$ cat src/rtl/instr_fetch.sv
// Instruction fetch unit: owns the PC, issues single outstanding word reads, and hands instructions to the core over valid/ready.
// Optional macro MISALIGN_CHECK_EN traps misaligned redirect targets in a sticky ERR state instead of truncating them.
//
// state | meaning
// IDLE  | reset state, moves to REQ on the next edge
// REQ   | imem_req high at pc until imem_ready
// WAIT  | request accepted, waiting for imem_rvalid
// VALID | instruction presented, waiting for instr_ready
// ERR   | misaligned target trapped (MISALIGN_CHECK_EN only), left only by reset
module instr_fetch #(
  parameter int              XLEN     = 32,
  parameter logic [XLEN-1:0] RESET_PC = '0
) (
  input  logic            clk,
  input  logic            rst_n,
  output logic            imem_req,
  output logic [XLEN-1:0] imem_addr,
  input  logic            imem_ready,
  input  logic            imem_rvalid,
  input  logic [XLEN-1:0] imem_rdata,
  output logic            instr_valid,
  input  logic            instr_ready,
  output logic [XLEN-1:0] instr,
  output logic [XLEN-1:0] pc,
  output logic [XLEN-1:0] pc_plus4,
  output logic [6:0]      op,
  output logic [2:0]      funct3,
  output logic            funct75,
  input  logic            PCSrc,
  input  logic [1:0]      J,
  input  logic [XLEN-1:0] ImmExt,
  input  logic [XLEN-1:0] ALUResult,
  output logic            fetch_err
);

  typedef enum logic [2:0] {
    IDLE,
    REQ,
    WAIT,
    VALID
`ifdef MISALIGN_CHECK_EN
    , ERR
`endif
  } state_t;

  localparam logic [XLEN-1:0] NOP      = XLEN'(32'h0000_0013);
  localparam logic [XLEN-1:0] FOUR     = XLEN'(4);
  localparam logic [XLEN-1:0] BIT0_CLR = ~XLEN'(1);
  localparam logic [XLEN-1:0] LOW2_CLR = ~XLEN'(3);

  state_t          state, state_next;
  logic [XLEN-1:0] target;
  logic [XLEN-1:0] pc_next;
  logic            pc_load;
  logic            instr_load;

  // JALR has priority over branch/JAL; JALR drops bit 0 of the computed address
  always_comb begin
    if (J == 2'b10)
      target = ALUResult & BIT0_CLR;
    else if (J == 2'b01 || PCSrc)
      target = pc + ImmExt;
    else
      target = pc + FOUR;
  end

`ifdef MISALIGN_CHECK_EN
  assign pc_next = target;
`else
  assign pc_next = target & LOW2_CLR;
`endif

  always_comb begin
    state_next = state;
    pc_load    = 1'b0;
    instr_load = 1'b0;
    case (state)
      IDLE: state_next = REQ;
      REQ: begin
        if (imem_ready) state_next = WAIT;
      end
      WAIT: begin
        if (imem_rvalid) begin
          instr_load = 1'b1;
          state_next = VALID;
        end
      end
      VALID: begin
        if (instr_ready) begin
`ifdef MISALIGN_CHECK_EN
          if (target[1:0] != 2'b00) begin
            state_next = ERR;
          end else begin
            pc_load    = 1'b1;
            state_next = REQ;
          end
`else
          pc_load    = 1'b1;
          state_next = REQ;
`endif
        end
      end
`ifdef MISALIGN_CHECK_EN
      ERR: state_next = ERR;
`endif
      default: state_next = IDLE;
    endcase
  end

  always_ff @(posedge clk or negedge rst_n) begin
    if (!rst_n) begin
      state <= IDLE;
      pc    <= RESET_PC;
      instr <= NOP;
    end else begin
      state <= state_next;
      if (pc_load)    pc    <= pc_next;
      if (instr_load) instr <= imem_rdata;
    end
  end

  assign imem_req    = (state == REQ);
  assign imem_addr   = pc;
  assign instr_valid = (state == VALID);
  assign pc_plus4    = pc + FOUR;
  assign op          = instr[6:0];
  assign funct3      = instr[14:12];
  assign funct75     = instr[30];

`ifdef MISALIGN_CHECK_EN
  assign fetch_err = (state == ERR);
`else
  assign fetch_err = 1'b0;
`endif

endmodule

$ cat config.mk
export PLATFORM = sky130hd
export DESIGN_NAME = instr_fetch
export DESIGN_NICKNAME = d
export VERILOG_FILES = /design/src/rtl/instr_fetch.sv
export SDC_FILE = /design/constraint.sdc
export NUM_CORES = 1
export LEC_CHECK = 0
export CORE_ASPECT_RATIO = 1.4
export CORE_MARGIN = 2
export CORE_UTILIZATION = 30
export CTS_CLUSTER_DIAMETER = 50
export DETAILED_ROUTE_END_ITERATION = 10
export PLACE_DENSITY = 0.64
export SLEW_MARGIN = 20
export SYNTH_ARGS = -nofsm -noshare
export SYNTH_HDL_FRONTEND = slang
export SYNTH_SLANG_ARGS = --single-unit
$ cat constraint.sdc
create_clock -name clk -period 6.6 [get_ports clk]
set_clock_uncertainty 0.1 [all_clocks]
set_input_delay 0.99 -clock clk [delete_from_list [all_inputs] [get_ports clk]]
set_output_delay 0.99 -clock clk [all_outputs]
set_load 0.02 [all_outputs]
## Yosys cells after proc, flatten, opt, wreduce, memory -nomap -nowiden

Index checks and enable logic that the tools add are counted.

| storage, ports and cells | value |
|---|---|
| register bits after elaboration | 65 |
| input bits | 104 |
| word-level logic and storage cells | 26 |

| operators by class | value |
|---|---|
| add/subtract/negate cells | 2 |
| eq/ne operators | 8 |
| mux-type cells | 10 |
| reductions and logical operators | 3 |

Operators with widths:

| kind | number |
|---|---|
| $mux 32 | 2 |
| $add 32x3->32 const B | 1 |
| $add 32x32->32 | 1 |
| $pmux 3 s4 | 1 |
| $mux 3 | 3 |
| $eq 3x2->1 const B | 2 |
| $mux 1 | 4 |
| $ne 2x1->1 const B | 2 |
| $eq 3x1->1 const B | 1 |
| $logic_not 3->1 | 1 |
| $reduce_and 3->1 | 1 |
| $eq 2x1->1 const B | 1 |
| $eq 2x2->1 const B | 1 |
| $ne 2x2->1 const B | 1 |
| $logic_or 1x1->1 | 1 |

## Logic depth before layout (Yosys ltp)

Gate-level depths: netlist of the first run.

| depth | value |
|---|---|
| depth in word-level cells | 4 |
| depth in mapped cells | 9 |
| mapped depth without buffers | 9 |

## Worst setup path before layout of the first run

OpenSTA, ideal clock, no wires.

| timing | value |
|---|---|
| path kind | input to register |
| from | input port ImmExt[2] |
| to | register pc[20], in the netlist imem_addr[20] |
| arrival time | 2.987 ns |
| required time | 6.418 ns |
| slack | 3.431 ns |
| cell stages on the path | 9 |
| buffers on the path | 0 |
| cells stage by stage | ha_1 > fa_1 > a21oi_1 > o211ai_1 > and3_1 > or2_4 > a31oi_4 > mux2_1 > a31oi_1 |

| between the ends | value |
|---|---|
| cells in the longest elaborated chain, start to end | 3 |

Ends and longest elaborated chain:

| element | line | RTL |
|---|---|---|
| from (decl) | 31 | `input logic [XLEN-1:0] ImmExt,` |
| $add 32x32->32 | 62 | `target = pc + ImmExt;` |
| $mux 32 | 61 | `else if (J == 2'b01 \|\| PCSrc)` |
| $mux 32 | 59 | `if (J == 2'b10)` |
| to (signal assigned) | 117 | `if (pc_load) pc <= pc_next;` |
| to (decl) | 24 | `output logic [XLEN-1:0] pc,` |

Every way passes these cells.
A chain may end at the register's enable or synchronous reset.

## Final worst setup path of the first run

| timing | value |
|---|---|
| from | register pc[17], in the netlist imem_addr[17] |
| to | output port pc_plus4[28] |

| between the ends | value |
|---|---|
| cells in the longest elaborated chain, start to end | 1 |

Ends and longest elaborated chain:

| element | line | RTL |
|---|---|---|
| $add 32x3->32 | 125 | `assign pc_plus4 = pc + FOUR;` |
| to (decl) | 25 | `output logic [XLEN-1:0] pc_plus4,` |

Every way passes these cells.

==> impl_metrics.json, run 1 <==
{
  "clock_latency_ns": 0.34,
  "htree_levels": 3,
  "stdcell_count": 1118,
  "maxCapViolCount": 0,
  "die_area_um2": 20000,
  "gr-total-overflow": 0,
  "crit_required_ns": 5.51,
  "hold_viol_final": 0,
  "power_switching_uw": 2050,
  "cts_setup_buffers": 0,
  "diodes": 0,
  "clockBufferDepth": 2,
  "hp-class": "reg2reg",
  "cts_hold_buf": 0,
  "holdWs_ns": 0.403,
  "finalSetupTns_ns": 0,
  "synth_cell_types": 67,
  "worst_ir_drop_vdd_v": 0.000231,
  "ys_seq_elements": 64,
  "grt_first_pass_wirelength_mm": 32.3,
  "critPathKind": "reg2out",
  "drv_slew": 0,
  "syn_area_um2": 5670,
  "hpwl_mm": 15.4,
  "fin_crit_sh_pct": 64.3,
  "p_per_area_nw_per_um2": 524,
  "grt_setup_unrepaired": "false",
  "die_x_um": 120,
  "syn_to_final_growth_pct": 45.8,
  "clkTransAtPathRegs_ns": 0.06,
  "initial_utilization_pct": 30.6,
  "setup_viol": 0,
  "antenna_found_initial": 0,
  "wl_per_cell_um": 18.5,
  "drt_iter0_drc": 472,
  "nets": 1008,
  "synth-edff-count": 0,
  "place_congestion": 0.902,
  "cts.sinks": 64,
  "internal_power_uw": 2280,
  "coreArea_um2": 18500,
  "vias_per_cell": 5.22,
  "worstMarginPinSlew_ns": 0.937,
  "cp_data_arrival_time_ns": 3.15,
  "root_buffer": "clkbuf_16",
  "synth-simple-area-share_pct": 18.8,
  "drive_above_1_share_pct": 8.47,
  "run_status": "finished, final reports clean",
  "routed_wl_mm": 20.7,
  "fmax_ghz": 0.236,
  "synth_adder_area_share_pct": 7.86,
  "async_reset_ff_share_pct": 100,
  "cp-start-kind": "flop",
  "swShare_pct": 47.3,
  "crit_fanout": 10,
  "placedCellCount": 1102,
  "cts_tree": "built",
  "comb_power_share_pct": 66.9,
  "portBuffers": 234,
  "drtPass1Iterations": 4,
  "synthCells": 683,
  "synth-compound-area-share_pct": 20.8,
  "vias": 5839,
  "clkPwrFrac_pct": 12.7,
  "final_core_util_pct": 44.6,
  "p_leak_uw": 0.00334,
  "row_count": 59,
  "grt_usage_pct": 20.5,
  "cts_made_buffers": 9,
  "synthXorXnorAreaFrac_pct": 7.42,
  "die_h_um": 167,
  "synth-seq-area-share_pct": 28.3,
  "yosys_warnings": 0,
  "seqPwrFrac_pct": 20.5,
  "max_slew_margin_pct": 37.6,
  "synth_top_family_by_area": "compound AO/OA/AOI/OAI gates",
  "period_minus_slack_ns": 4.24,
  "ios": 246,
  "drc": 0,
  "synthMuxAreaShare_pct": 7.44,
  "grt_pass1_vias": 5872,
  "ys.flop_type": "dfrtp_1",
  "end_kind": "output pin",
  "grt_max_degree": 65,
  "syn_area_per_cell_um2": 8.30,
  "postRouteAntennaNets": 0,
  "fill_cells": 1859,
  "ctsResizeCount": 0
}
-- power groups by stage --
| stage | clock [uW] | combinational, uW | sequential, uW |
|---|---|---|---|
| after global placement | 0 | 2870 | 884 |
| after floorplan | 0 | 1670 | 1030 |
| final | 547 | 2890 | 886 |
| after detailed placement | 0 | 2880 | 891 |
| after CTS | 561 | 2900 | 885 |
| after global routing | 574 | 3110 | 923 |
-- final cells by class --
class / instances / area [um^2] / area share, %
clock buffer: 9 / 225 / 2.73
clock inverter: 7 / 103 / 1.24
inverter: 17 / 63.8 / 0.772
multi-input combinational: 535 / 3560 / 43.1
sequential: 64 / 1610 / 19.4
tap: 244 / 305 / 3.69
timing repair buffer: 242 / 2400 / 29.0
-- final timing paths --
check | from | to | slack, ns | cells past startpoint
max in group asynchronous | rst_n | imem_addr[6]$_DFFE_PN0P_ | 5.01 | 2
max reg2reg | imem_addr[2]$_DFFE_PN0P_ | imem_addr[28]$_DFFE_PN0P_ | 3.50 | 9
min reg2reg | instr[25]$_DFFE_PN0P_ | instr[25]$_DFFE_PN0P_ | 0.40 | 1
min in group asynchronous | rst_n | imem_addr[25]$_DFFE_PN0P_ | 0.74 | 2
min | instr[25]$_DFFE_PN0P_ | instr[25]$_DFFE_PN0P_ | 0.40 | 1
max | imem_addr[17]$_DFFE_PN0P_ | pc_plus4[28] | 2.36 | 6
-- routing by layer --
layer | share of wire [%] | wire length, um | GRT usage, %
met3 | 5.8 | 1210 | 3.25
met4 | 2.4 | 503 | 7.37
met1 | 41 | 8500 | 25.2
met2 | 51 | 10500 | 35.7
met5 | 0 | 0 | 0
-- layout by cell type (no fill, tap or decap), types with 8 or more instances in the layout --
cell               n
a31oi_1           10
a21oi_1           56
nand3_1           21
xor2_1            24
o21ai_0           44
buf_4              8
xnor2_1           24
a211oi_1          11
nand2_1           75
mux2_2            32
o22ai_1           11
nor3_1             8
and3_1             9
nor2_1            56
nand4_1           11
clkdlybuf4s50_1  233
inv_1             17
dfrtp_1           61
a21o_1             8
ha_1              34
clkbuf_16          9
-- cell usage after synthesis, drive strengths merged, types with 5 or more instances --
master / n / area share [%]
clkbuf: 16 / 1.1
nor4: 6 / 0.88
dfrtp: 61 / 27
mux2: 33 / 6.6
inv: 17 / 1.1
and3: 11 / 1.3
xnor2: 24 / 3.7
nand2: 75 / 5.0
a31oi: 11 / 1.5
a22o: 6 / 0.93
and2: 5 / 0.55
nand4: 12 / 1.4
and4: 7 / 1.1
nor2: 56 / 3.7
nor3: 9 / 0.88
a211oi: 11 / 1.5
o21ai: 45 / 4.0
xor2: 24 / 3.7
o31ai: 6 / 0.79
o22ai: 11 / 1.2
a21o: 8 / 1.1
buf: 57 / 7.1
nand3: 21 / 1.9
mux2i: 5 / 0.88
a21oi: 59 / 5.3
ha: 34 / 7.5
-- per-stage QoR --
stage                     setup WS [ns]  power (uW)  instance area, um^2
after global placement             2.75        3760                 7940
after global routing               2.17        4610                 8260
final                              2.36        4330                 8260
after detailed placement           2.72        3770                 7940
after CTS                          2.38        4340                 8260
after floorplan                    3.43        2700                 5690
-- state kept, by name, indices dropped and copies added, names as in the netlist --
signal,flops
instr,32
state,2
imem_addr,30
-- critical path: stages (launching register included) --
cell and delay (ns):
dfrtp_1 0.57, and4_1 0.27, nand3_1 0.28, nor4_1 0.61
nand4_1 0.25, xnor2_1 0.21, clkdlybuf4s50_1 0.63
-- logic make-up after synthesis --
family          count (synthesis)
fa+ha+maj                      35
compound gates                188
flops                          64
simple gates                  219
xor+xnor                       48
buf+inv                        90
other cells                     1
mux                            38
Note: power is estimated with default switching activity, not from simulation.
==> inputs of run 2 (changes only) <==
clock period = 4.3 ns   (was 6.6 ns; I/O delays follow)
==> run 2 against run 1 <==
Routed wire length is 1.1% lower. Worst hold slack worse by 0.12 ns. Largest power group unchanged. Sequential share of layout area unchanged. Register-to-register slack worse by 2.2 ns. Count of clock-buffer cells in the layout did not move. Largest cell class unchanged. Power is 53% higher. Combinational power rose by 54%. Die area unchanged. Non-clock buffer count is the same. Critical path type unchanged. Cell area unchanged. First-iteration DRC count decreased by 47%.
==> impl_metrics.json, run 2 (synthesized netlist as in run 1, its figures left out) <==
{
  "largest_reg_flops": 32,
  "drv_slew": 0,
  "holdWs_ns": 0.284,
  "preCtsSetupSlack_ns": 0.798,
  "portBuffers": 234,
  "nets": 1008,
  "coreArea_um2": 18500,
  "grt_max_degree": 37,
  "critPathBufInv": 1,
  "cts_made_buffers": 9,
  "slowest_delay_ns": 0.65,
  "initial_utilization_pct": 30.6,
  "drt_iter0_drc": 249,
  "clock_latency_ns": 0.34,
  "vias_per_cell": 5.19,
  "max_slew_margin_pct": 47.8,
  "clkTransAtPathRegs_ns": 0.07,
  "crit_required_ns": 3.56,
  "fill_cells": 1835,
  "grt_first_pass_wirelength_mm": 31.6,
  "drive_above_1_share_pct": 8.47,
  "finalPower_uw": 6630,
  "rr_worst_depth": 9,
  "maxCapViolCount": 0,
  "crit_fanout": 10,
  "p_per_area_nw_per_um2": 802,
  "die_x_um": 120,
  "period_minus_slack_ns": 3.81,
  "crit_chain": "ha_1 -> and2_1 -> nand4_1 -> or2_1 -> nor3_1 -> xor2_1 -> clkdlybuf4s50_1",
  "grt_setup_unrepaired": "false",
  "cts_hold_buf": 0,
  "setup_slack_ns": 0.485,
  "drc": 0,
  "die_area_um2": 20000,
  "cts_setup_buffers": 0,
  "root_buffer": "clkbuf_16",
  "htree_levels": 3,
  "p_leak_uw": 0.00334,
  "fin_crit_sh_pct": 88.7,
  "top_register": "instr",
  "antenna_found_initial": 0,
  "grt_pass1_vias": 5681,
  "fmax_ghz": 0.262,
  "cts_tree": "built",
  "crit_slowest_cell": "clkdlybuf4s50_1",
  "cts.sinks": 64,
  "place_congestion": 0.916,
  "cp_data_arrival_time_ns": 3.07,
  "mostFrequentLayoutCells": "233 x clkdlybuf4s50_1, 75 x nand2_1, 61 x dfrtp_1",
  "rrSetupSlack_ns": 1.26,
  "end_kind": "output pin",
  "syn_to_final_growth_pct": 45.8,
  "routed_wl_mm": 20.5,
  "layout_commonest_cell": "clkdlybuf4s50_1",
  "hold_viol_final": 0,
  "cp-start-kind": "flop",
  "grt_usage_pct": 20.1,
  "finalSetupTns_ns": 0,
  "drtPass1Iterations": 5,
  "ios": 246,
  "worst_ir_drop_vdd_v": 0.000357,
  "gr-total-overflow": 0,
  "critPathKind": "reg2out",
  "hpwl_mm": 15.8,
  "row_count": 59,
  "diodes": 0,
  "wl_per_cell_um": 18.3,
  "worstMarginPinSlew_ns": 0.784,
  "die_h_um": 167,
  "postRouteAntennaNets": 0,
  "ctsResizeCount": 0,
  "crit_cells": 7,
  "cp_top_family": "simple AND/OR/NAND/NOR gates",
  "vias": 5804,
  "setup_viol": 0,
  "hp-class": "in2async",
  "clockBufferDepth": 2,
  "run_status": "finished, final reports clean"
}
## run 2: cell counts in the layout (fill, tap and decap cells not counted)
Identical to the previous run, type by type.
## run 2: where the power goes
group | leakage, uW | internal [uW] | switching, uW | total (uW)
Sequential | 0.000756 | 910 | 439 | 1350
Clock | 0.000157 | 514 | 326 | 841
Combinational | 0.00243 | 2070 | 2360 | 4440
Total | 0.00334 | 3500 | 3130 | 6630
## run 2: through the flow
stage	util [%]	instances	instance area [um^2]
2_1_floorplan	-	689	5690
4_1_cts	44.6	1118	8260
5_1_grt	44.6	1118	8260
6_report	44.6	1118	8260
3_5_place_dp	42.8	1102	7940
3_3_place_gp	42.8	1102	7940
## run 2: final timing paths
check / from / endpoint
worst min-delay path: rst_n / imem_addr[21]$_DFFE_PN0P_
max in group asynchronous: rst_n / instr[4]$_DFFE_PN1P_
worst max register to register: imem_addr[2]$_DFFE_PN0P_ / imem_addr[30]$_DFFE_PN0P_
min in group clk: instr[19]$_DFFE_PN0P_ / instr[19]$_DFFE_PN0P_
worst max-delay path: imem_addr[2]$_DFFE_PN0P_ / pc_plus4[24]
worst min register to register: instr[19]$_DFFE_PN0P_ / instr[19]$_DFFE_PN0P_
## run 2: worst register-to-register path, stage by stage (launching register included)
cell and delay (ns):
dfrtp_1 0.50, ha_1 0.31, fa_1 0.41, a21oi_1 0.25
o211ai_1 0.22, nand4_1 0.15, nand3_1 0.26, o2111ai_1 0.38
mux2i_1 0.23, o221a_2 0.19
## run 2: final cells by class
type	count	area [um^2]	share of cell area (%)
clock buffers	9	225	2.73
clock inverters	7	103	1.24
inverters	17	63.8	0.772
multi-input cells	535	3560	43.1
flip-flops and latches	64	1610	19.4
well taps	244	305	3.69
repair buffers	242	2400	29.0
## run 2: layer usage
metal  vias to the layer above  wire, um  global-route usage, %
li1                       2800         -                      -
met1                      2765      8360                   24.7
met2                       212     10700                   35.8
met3                        27      1120                   2.98
met4                         0       352                   6.39
met5                         -         0                      0
